$ cat src/rtl/fpmul_rr_arbiter_if.sv
// fpmul_rr_arbiter_if: request/multiplier/response/flush bundle shared by the
// fp32 multiplier arbiter (slave) and its environment (master).
interface fpmul_rr_arbiter_if #(
  parameter int N_REQ = 4
);
  // requester side
  logic [N_REQ-1:0]            req_valid;
  logic [N_REQ-1:0]            req_ready;
  logic [N_REQ-1:0][31:0]      req_a;
  logic [N_REQ-1:0][31:0]      req_b;
  // multiplier side
  logic                        mul_start;
  logic [31:0]                 mul_a;
  logic [31:0]                 mul_b;
  logic [31:0]                 mul_result;
  logic                        mul_done;
  logic                        mul_overflow;
  logic                        mul_underflow;
  // responses
  logic [N_REQ-1:0]            rsp_valid;
  logic [31:0]                 rsp_data;
  logic                        rsp_overflow;
  logic                        rsp_underflow;
  // control / status
  logic                        flush_req;
  logic                        flush_done;
  logic                        busy;
  logic                        tag_err;
  logic [N_REQ-1:0][15:0]      grant_cnt;

  modport slave (
    input  req_valid, req_a, req_b, mul_result, mul_done, mul_overflow,
           mul_underflow, flush_req,
    output req_ready, mul_start, mul_a, mul_b, rsp_valid, rsp_data,
           rsp_overflow, rsp_underflow, flush_done, busy, tag_err, grant_cnt
  );

  modport master (
    output req_valid, req_a, req_b, mul_result, mul_done, mul_overflow,
           mul_underflow, flush_req,
    input  req_ready, mul_start, mul_a, mul_b, rsp_valid, rsp_data,
           rsp_overflow, rsp_underflow, flush_done, busy, tag_err, grant_cnt
  );
endinterface

$ cat src/rtl/fpmul_rr_arbiter.sv
// fpmul_rr_arbiter: round-robin sharing of one pipelined fp32 multiplier among
// N_REQ requesters. Tracks a tag per in-flight op, routes each product back to
// its issuer, and offers a flush/drain handshake.
// Optional macro FPMUL_ARB_STATS_EN: per-requester saturating 16-bit grant
// counters; without it grant_cnt is tied to zero.

`ifdef FPMUL_ARB_STATS_EN
// Per-requester saturating grant counter.
module fpmul_arb_cnt (
  input  logic        clk,
  input  logic        rst_n,
  input  logic        inc_i,
  output logic [15:0] cnt_o
);
  logic [15:0] cnt_q, cnt_d;

  // Next count: add one per handshake, stick at all-ones.
  always_comb begin
    cnt_d = cnt_q;
    if (inc_i && cnt_q != 16'hFFFF) cnt_d = cnt_q + 16'd1;
  end

  // Counter register.
  always_ff @(posedge clk or negedge rst_n) begin
    if (!rst_n) cnt_q <= '0;
    else        cnt_q <= cnt_d;
  end

  assign cnt_o = cnt_q;
endmodule
`endif

module fpmul_rr_arbiter #(
  parameter int N_REQ   = 4,
  parameter int MUL_LAT = 4
) (
  input logic               clk,
  input logic               rst_n,
  fpmul_rr_arbiter_if.slave bus
);
  localparam int TW = (N_REQ > 1) ? $clog2(N_REQ) : 1;

  typedef enum logic [1:0] {RUN = 2'd0, DRAIN = 2'd1, FLUSHED = 2'd2} state_e;
  typedef struct packed {
    logic          vld;
    logic [TW-1:0] tag;
  } tag_t;

  state_e              state_q, state_d;
  logic [TW-1:0]       last_q, last_d;
  tag_t [MUL_LAT-1:0]  vld_pipe_q;
  tag_t                push, tail;
  logic                grant_en, found, pipe_vld, rsp_fire, flush_done;
  logic [TW-1:0]       gnt_idx, cand;
  logic [N_REQ-1:0]    gnt;
  logic [N_REQ-1:0]    rsp_valid_q;
  logic [31:0]         rsp_data_q;
  logic                rsp_ovf_q, rsp_unf_q, tag_err_q;

  // Round-robin pick: first valid requester after the last handshake.
  always_comb begin
    gnt     = '0;
    gnt_idx = '0;
    found   = 1'b0;
    cand    = '0;
    for (int k = 1; k <= N_REQ; k++) begin
      cand = TW'((int'(last_q) + k) % N_REQ);
      if (!found && grant_en && bus.req_valid[cand]) begin
        found     = 1'b1;
        gnt[cand] = 1'b1;
        gnt_idx   = cand;
      end
    end
  end

  assign bus.req_ready = gnt;
  assign bus.mul_start = found;
  assign bus.mul_a     = found ? bus.req_a[gnt_idx] : '0;
  assign bus.mul_b     = found ? bus.req_b[gnt_idx] : '0;

  // Fairness pointer moves only on an actual handshake.
  always_comb begin
    last_d = last_q;
    if (found) last_d = gnt_idx;
  end

  // Fairness pointer register; reset lets requester 0 win first.
  always_ff @(posedge clk or negedge rst_n) begin
    if (!rst_n) last_q <= TW'(N_REQ - 1);
    else        last_q <= last_d;
  end

  assign push.vld = found;
  assign push.tag = found ? gnt_idx : '0;
  assign tail     = vld_pipe_q[MUL_LAT-1];

  // Tag pipe mirrors the multiplier depth; the tail lines up with mul_done.
  always_ff @(posedge clk or negedge rst_n) begin
    if (!rst_n) begin
      vld_pipe_q <= '0;
    end else begin
      vld_pipe_q[0] <= push;
      for (int i = 1; i < MUL_LAT; i++) vld_pipe_q[i] <= vld_pipe_q[i-1];
    end
  end

  // Any op still inside the multiplier.
  always_comb begin
    pipe_vld = 1'b0;
    for (int i = 0; i < MUL_LAT; i++) pipe_vld = pipe_vld | vld_pipe_q[i].vld;
  end

  // A response is only produced when done and tag agree.
  assign rsp_fire = bus.mul_done & tail.vld;

  // Response register plus sticky done/tag mismatch flag.
  always_ff @(posedge clk or negedge rst_n) begin
    if (!rst_n) begin
      rsp_valid_q <= '0;
      rsp_data_q  <= '0;
      rsp_ovf_q   <= 1'b0;
      rsp_unf_q   <= 1'b0;
      tag_err_q   <= 1'b0;
    end else begin
      rsp_valid_q <= rsp_fire ? (N_REQ'(1) << tail.tag) : '0;
      rsp_data_q  <= rsp_fire ? bus.mul_result : '0;
      rsp_ovf_q   <= rsp_fire & bus.mul_overflow;
      rsp_unf_q   <= rsp_fire & bus.mul_underflow;
      if (bus.mul_done != tail.vld) tag_err_q <= 1'b1;
    end
  end

  assign bus.rsp_valid     = rsp_valid_q;
  assign bus.rsp_data      = rsp_data_q;
  assign bus.rsp_overflow  = rsp_ovf_q;
  assign bus.rsp_underflow = rsp_unf_q;
  assign bus.tag_err       = tag_err_q;
  assign bus.busy          = pipe_vld | (|rsp_valid_q);

  // Flush FSM state register.
  always_ff @(posedge clk or negedge rst_n) begin
    if (!rst_n) state_q <= RUN;
    else        state_q <= state_d;
  end

  // Flush FSM next state; a drain always completes through FLUSHED.
  always_comb begin
    state_d = state_q;
    case (state_q)
      RUN:     if (bus.flush_req) state_d = DRAIN;
      DRAIN:   if (!pipe_vld && !(|rsp_valid_q)) state_d = FLUSHED;
      FLUSHED: if (!bus.flush_req) state_d = RUN;
      default: state_d = RUN;
    endcase
  end

  // Flush FSM outputs; flush_req gates grants in the same cycle.
  always_comb begin
    grant_en   = (state_q == RUN) && !bus.flush_req;
    flush_done = (state_q == FLUSHED);
  end

  assign bus.flush_done = flush_done;

`ifdef FPMUL_ARB_STATS_EN
  logic [N_REQ-1:0][15:0] cnt;
  for (genvar g = 0; g < N_REQ; g++) begin : g_cnt
    fpmul_arb_cnt u_cnt (
      .clk   (clk),
      .rst_n (rst_n),
      .inc_i (gnt[g]),
      .cnt_o (cnt[g])
    );
  end
  assign bus.grant_cnt = cnt;
`else
  assign bus.grant_cnt = '0;
`endif
endmodule

$ cat src/flat_wrapper.sv
// flat-port wrapper written by rule: the top's interface ports become plain ports
module fpmul_rr_arbiter_flat 
#(
  parameter int N_REQ   = 4,
  parameter int MUL_LAT = 4
)
  (clk, rst_n, bus_req_valid, bus_req_a, bus_req_b, bus_mul_result, bus_mul_done, bus_mul_overflow, bus_mul_underflow, bus_flush_req, bus_req_ready, bus_mul_start, bus_mul_a, bus_mul_b, bus_rsp_valid, bus_rsp_data, bus_rsp_overflow, bus_rsp_underflow, bus_flush_done, bus_busy, bus_tag_err, bus_grant_cnt);
  fpmul_rr_arbiter_if #(.N_REQ(N_REQ)) bus_i ();
  input logic clk;
  input logic rst_n;
  input wire logic [$bits(bus_i.req_valid)-1:0] bus_req_valid;
  input wire logic [$bits(bus_i.req_a)-1:0] bus_req_a;
  input wire logic [$bits(bus_i.req_b)-1:0] bus_req_b;
  input wire logic [$bits(bus_i.mul_result)-1:0] bus_mul_result;
  input wire logic [$bits(bus_i.mul_done)-1:0] bus_mul_done;
  input wire logic [$bits(bus_i.mul_overflow)-1:0] bus_mul_overflow;
  input wire logic [$bits(bus_i.mul_underflow)-1:0] bus_mul_underflow;
  input wire logic [$bits(bus_i.flush_req)-1:0] bus_flush_req;
  output wire logic [$bits(bus_i.req_ready)-1:0] bus_req_ready;
  output wire logic [$bits(bus_i.mul_start)-1:0] bus_mul_start;
  output wire logic [$bits(bus_i.mul_a)-1:0] bus_mul_a;
  output wire logic [$bits(bus_i.mul_b)-1:0] bus_mul_b;
  output wire logic [$bits(bus_i.rsp_valid)-1:0] bus_rsp_valid;
  output wire logic [$bits(bus_i.rsp_data)-1:0] bus_rsp_data;
  output wire logic [$bits(bus_i.rsp_overflow)-1:0] bus_rsp_overflow;
  output wire logic [$bits(bus_i.rsp_underflow)-1:0] bus_rsp_underflow;
  output wire logic [$bits(bus_i.flush_done)-1:0] bus_flush_done;
  output wire logic [$bits(bus_i.busy)-1:0] bus_busy;
  output wire logic [$bits(bus_i.tag_err)-1:0] bus_tag_err;
  output wire logic [$bits(bus_i.grant_cnt)-1:0] bus_grant_cnt;
  assign bus_i.req_valid = bus_req_valid;
  assign bus_i.req_a = bus_req_a;
  assign bus_i.req_b = bus_req_b;
  assign bus_i.mul_result = bus_mul_result;
  assign bus_i.mul_done = bus_mul_done;
  assign bus_i.mul_overflow = bus_mul_overflow;
  assign bus_i.mul_underflow = bus_mul_underflow;
  assign bus_i.flush_req = bus_flush_req;
  assign bus_req_ready = bus_i.req_ready;
  assign bus_mul_start = bus_i.mul_start;
  assign bus_mul_a = bus_i.mul_a;
  assign bus_mul_b = bus_i.mul_b;
  assign bus_rsp_valid = bus_i.rsp_valid;
  assign bus_rsp_data = bus_i.rsp_data;
  assign bus_rsp_overflow = bus_i.rsp_overflow;
  assign bus_rsp_underflow = bus_i.rsp_underflow;
  assign bus_flush_done = bus_i.flush_done;
  assign bus_busy = bus_i.busy;
  assign bus_tag_err = bus_i.tag_err;
  assign bus_grant_cnt = bus_i.grant_cnt;
  fpmul_rr_arbiter #(.N_REQ(N_REQ), .MUL_LAT(MUL_LAT)) u_core (.clk(clk), .rst_n(rst_n), .bus(bus_i));
endmodule
$ cat config.mk
export PLATFORM = sky130hd
export DESIGN_NAME = fpmul_rr_arbiter_flat
export DESIGN_NICKNAME = d
export VERILOG_FILES = /design/src/rtl/fpmul_rr_arbiter_if.sv /design/src/rtl/fpmul_rr_arbiter.sv /design/src/flat_wrapper.sv
export SDC_FILE = /design/constraint.sdc
export NUM_CORES = 1
export LEC_CHECK = 0
export CORE_AREA = 2 2 186 188
export CTS_CLUSTER_DIAMETER = 30
export DETAILED_ROUTE_END_ITERATION = 10
export DIE_AREA = 0 0 188 190
export GPL_TIMING_DRIVEN = 0
export PLACE_DENSITY = 0.55
export SYNTH_ARGS = -nofsm -noshare
export SYNTH_HDL_FRONTEND = slang
export SYNTH_HIERARCHICAL = 1
export SYNTH_SLANG_ARGS = --single-unit
$ cat constraint.sdc
create_clock -name clk -period 4.1 [get_ports clk]
set_input_delay 0.82 -clock clk [delete_from_list [all_inputs] [get_ports clk]]
set_output_delay 0.82 -clock clk [all_outputs]
set_load 0.02 [all_outputs]
==> run_results.csv, run 1 <==
group,metric,value,unit
die,chipHeight,190,um
logic_synthesis,synth.most_common_cell,"mux2i_1",
die,floorplan.io_pins,472,
drt,detailedRoute.firstIterationViolations,136,
placement,buffer_ports.inserted,407,
sta,finalWorstSetupSlack,0.0286,ns
placement,gp_congestion,0.763,
logic_synthesis,asyncSetResetFlopFracSynth,100,%
sta,skew,0.00682,ns
placement,final_hpwl_from_detailed_placement,20300,um
cells_and_area,synthToLayoutAreaGrowth,132,%
logic_synthesis,number_of_enable_type_register_cells_in_the_synthesized_netlist,0,
sta,hold-worst-slack,0.352,ns
clock_network,cts_buffers,5,
drt,detail_route.drc_violations,0,
logic_synthesis,yosys_most_used_dff,"dfrtp_1",
sta,timing.final.crit_period,4.07,ns
power_and_ir_drop,p_leak,4.98,nW
global_route,grt.total_usage,13.0,%
worst_setup_path,crit_fanout,8,
global_route,grt_antenna_before_repair,3,
cells_and_area,drive_above_1_share,28.3,%
drt,pre_repair_dr_iteration_count,4,
sta,clock.fmax,246,MHz
placement,pre_cts_slack,-1.02,ns
drt,route.detailed.wl_per_inst,17.8,um
worst_setup_path,worst_setup_path_start_kind,"flop",
logic_synthesis,netlist_instances,445,
cells_and_area,fin_nets,1246,
clock_network,tritoncts,"built",
die,die_x,188,um
worst_setup_path,setup.reg_to_reg.worst_slack,1.47,ns
worst_hold_path,hold-path-endpoint,"u_core/tail[0]",
clock_network,clock_latency,0.29,ns
logic_synthesis,synth_area_per_cell,10.1,sq um
cells_and_area,final_layout_fill_cell_count,3560,
logic_synthesis,netlist_top_cells_count,"mux2i_1, buf_4, o22ai_1",
sta,unrepaired_setup_endpoints_after_global_routing,"true",
global_route,first_pass_grt_wire_length,34400,um
sta,period_share,99.3,%
power_and_ir_drop,power.density,503,nW/um^2
worst_hold_path,holdCritStartpoint,"u_core/vld_pipe_q[6]",
worst_setup_path,timing.critical_path.arrival,3.25,ns
drt,drtAntennaViolNets,0,
global_route,grt_max_degree,42,
power_and_ir_drop,vdd_ir_drop_max,0.000219,V
worst_setup_path,path_cells,"inv_4 -> ha_4 -> mux4_2 -> nor2b_4 -> o21bai_1 -> a211o_4 -> buf_12 -> buf_12 -> mux2i_4 -> o22ai_1 -> buf_4",
sta,final_hold_violating_endpoints,0,
worst_setup_path,worstSetupEndpointType,"primary output",
worst_setup_path,cp_data_required_time,3.28,ns
worst_setup_path,crit_top_cell,"buf_12",
worst_setup_path,setup.worst_path.class,"flop to primary output",
sta,finalMaxSlewViolations,0,
worst_setup_path,crit_path_max_incr_delay,0.58,ns
die,design.core.area,33900,sq um
run_status,status,"complete, no violations",
sta,report.final.setup_viol,0,
clock_network,cts.path.max_buffers,2,
logic_synthesis,synth-warning-count,6,
worst_setup_path,worstRegToRegCells,9,
worst_setup_path,worst_r2r_endpoint,"u_core/last_q[1]",
logic_synthesis,postSynthRegisterBits,55,
clock_network,path_clk_slew,0.08,ns
logic_synthesis,yosysUniqueCellTypes,34,
drt,wl,24900,um
die,die_footprint,35700,sq um
logic_synthesis,synthDominantCellAreaShare,29.6,%
worst_hold_path,worst_hold_path_cell_count,0,
global_route,congestion_overflow_gr,0,
worst_setup_path,worstReg2RegStart,"u_core/last_q[0]",
drt,total_number_of_vias,5133,
clock_network,ctsHtreeMaxLevel,2,
die,floorplan.initialDensity,13.2,%
logic_synthesis,ys_top_cells_by_area,"dfrtp_1, mux2i_1, buf_4",
worst_setup_path,crit_slowest_cell,"dfstp_2",
flow_run,maximum_capacitance_violations,0,
global_route,first_global_vias,5316,
clock_network,tritoncts_sink_count,55,
worst_hold_path,worstHoldPathType,"flop to flop",
logic_synthesis,synth-seq-area-share,30.8,%
clock_network,clk_root_buffer_cell,"clkbuf_16",
logic_synthesis,synth.largest_area_cell,"dfrtp_1",
die,rows,68,
drt,vias_per_cell,3.66,
logic_synthesis,synthesis.area,4480,sq um
-- per-layer routing --
metal	GRT usage [%]	up-vias	share of wire, %
met1	14.4	2355	37
met4	2.54	0	1.9
li1	-	2507	-
met2	25.1	248	55
met3	3.08	23	6.6
met5	0	-	0
-- critical path, delay by kind of cell, from the launching register on --
family,cells,cell delay [ns]
mux,2,0.79
fa+ha+maj,1,0.26
flops,1,0.58
compound gates,3,0.59
simple gates,1,0.14
buf+inv,4,0.57
-- through the flow --
stage	util, %	area [sq um]	cells	setup TNS (ns)	power (mW)
after floorplan	-	4720	508	0	2.55
after global placement	27.6	9360	1370	-46.41	4.06
after detailed placement	27.6	9380	1371	-47.31	4.06
after CTS	29.5	10000	1395	-0.623	5.02
after global routing	30.6	10400	1400	-1.06	5.54
final	30.6	10400	1401	0	5.22
-- area by class of cell --
class,instances,area (sq um),area share [%]
tap,455,569,5.48
sequential,55,1380,13.3
buffer,94,883,8.51
multi-input combinational,350,3110,30.0
inverter,5,21.3,0.205
timing repair buffer,432,4260,41.0
clock buffer,5,125,1.21
antenna,2,5.00,0.0482
clock inverter,3,27.5,0.265
-- repair_timing --
action	CTS	global route
gates resized for setup	426	59
buffers inserted	16	2
pin swaps	15	17
hold endpoints to repair	0	0
hold buffers	0	0
gates cloned	3	3
endpoints found under the setup margin	68	64
-- where the power goes --
| group | internal [mW] | leakage (nW) | switching (mW) |
|---|---|---|---|
| Combinational | 2.04 | 4.17 | 2.05 |
| Sequential | 0.650 | 0.740 | 0.0464 |
| Clock | 0.232 | 0.0719 | 0.205 |
| Total | 2.92 | 4.98 | 2.31 |
-- cell families (layout without fill, tap and decap cells) --
| logic type | Yosys count | after routing | synth area share (%) |
|---|---|---|---|
| DFF | 55 | 55 | 30.8 |
| and+or+nand+nor | 71 | 71 | 8.99 |
| buffers and inverters | 103 | 539 | 16.5 |
| other | 1 | 66 | 0.0837 |
| muxes | 134 | 134 | 31.1 |
| adders and majority gates | 5 | 5 | 1.40 |
| AOI/OAI and AO/OA | 76 | 76 | 11.2 |
-- flip-flops by register name, indices dropped and copies added, names as in the netlist --
register,cells
u_core/tail,3
u_core/state_q,2
u_core/bus.rsp_valid,4
u_core/last_q,2
u_core/bus.rsp_data,32
u_core/bus.rsp_underflow,1
u_core/bus.rsp_overflow,1
u_core/vld_pipe_q,9
u_core/bus.tag_err,1
-- worst max path at each step --
stage                     startpoint            end  depth (start not counted)
floorplan           u_core/last_q[0]  bus_mul_a[27]                         12
global placement    bus_req_valid[2]  bus_mul_b[28]                          9
detailed placement  bus_req_valid[3]  bus_mul_b[27]                          9
CTS                 u_core/last_q[0]  bus_mul_b[28]                         12
global route        u_core/last_q[0]  bus_mul_b[26]                         11
finish              u_core/last_q[0]   bus_mul_b[0]                         11
-- placed cells by master, fill, tap and decap left out, drive strengths merged --
| master | n |
|---|---|
| o32ai | 1 |
| buf | 172 |
| clkinvlp | 1 |
| nor3 | 2 |
| a211o | 1 |
| and2 | 36 |
| a222oi | 4 |
| nor2 | 5 |
| mux2i | 130 |
| and3 | 1 |
| ha | 5 |
| dlygate4sd2 | 7 |
| clkinv | 1 |
| nand2b | 1 |
| or2 | 1 |
| inv | 6 |
| dlymetal6s2s | 1 |
| mux4 | 4 |
| or3 | 1 |
| a22o | 1 |
| nor3b | 3 |
| clkbuf | 17 |
| o22ai | 64 |
| nor4 | 3 |
| nand2 | 13 |
| nor2b | 4 |
| conb | 64 |
| dfrtp | 53 |
| o21bai | 1 |
| nand3 | 1 |
| clkdlybuf4s50 | 334 |
| o21ai | 4 |
| dfstp | 2 |
| diode | 2 |
Power figures use the tool's default switching activity.
==> run 2: changes to the inputs <==
--- a/config.mk
+++ b/config.mk
@@ -5,6 +5,7 @@
 export SDC_FILE = /design/constraint.sdc
 export NUM_CORES = 1
 export LEC_CHECK = 0
+export ABC_CLOCK_PERIOD_IN_PS = 4100
 export CORE_AREA = 2 2 186 188
 export CTS_CLUSTER_DIAMETER = 30
 export DETAILED_ROUTE_END_ITERATION = 10
==> results of run 2 <==
Same layout as run 1: the final DEF is identical, and so are final timing and power.
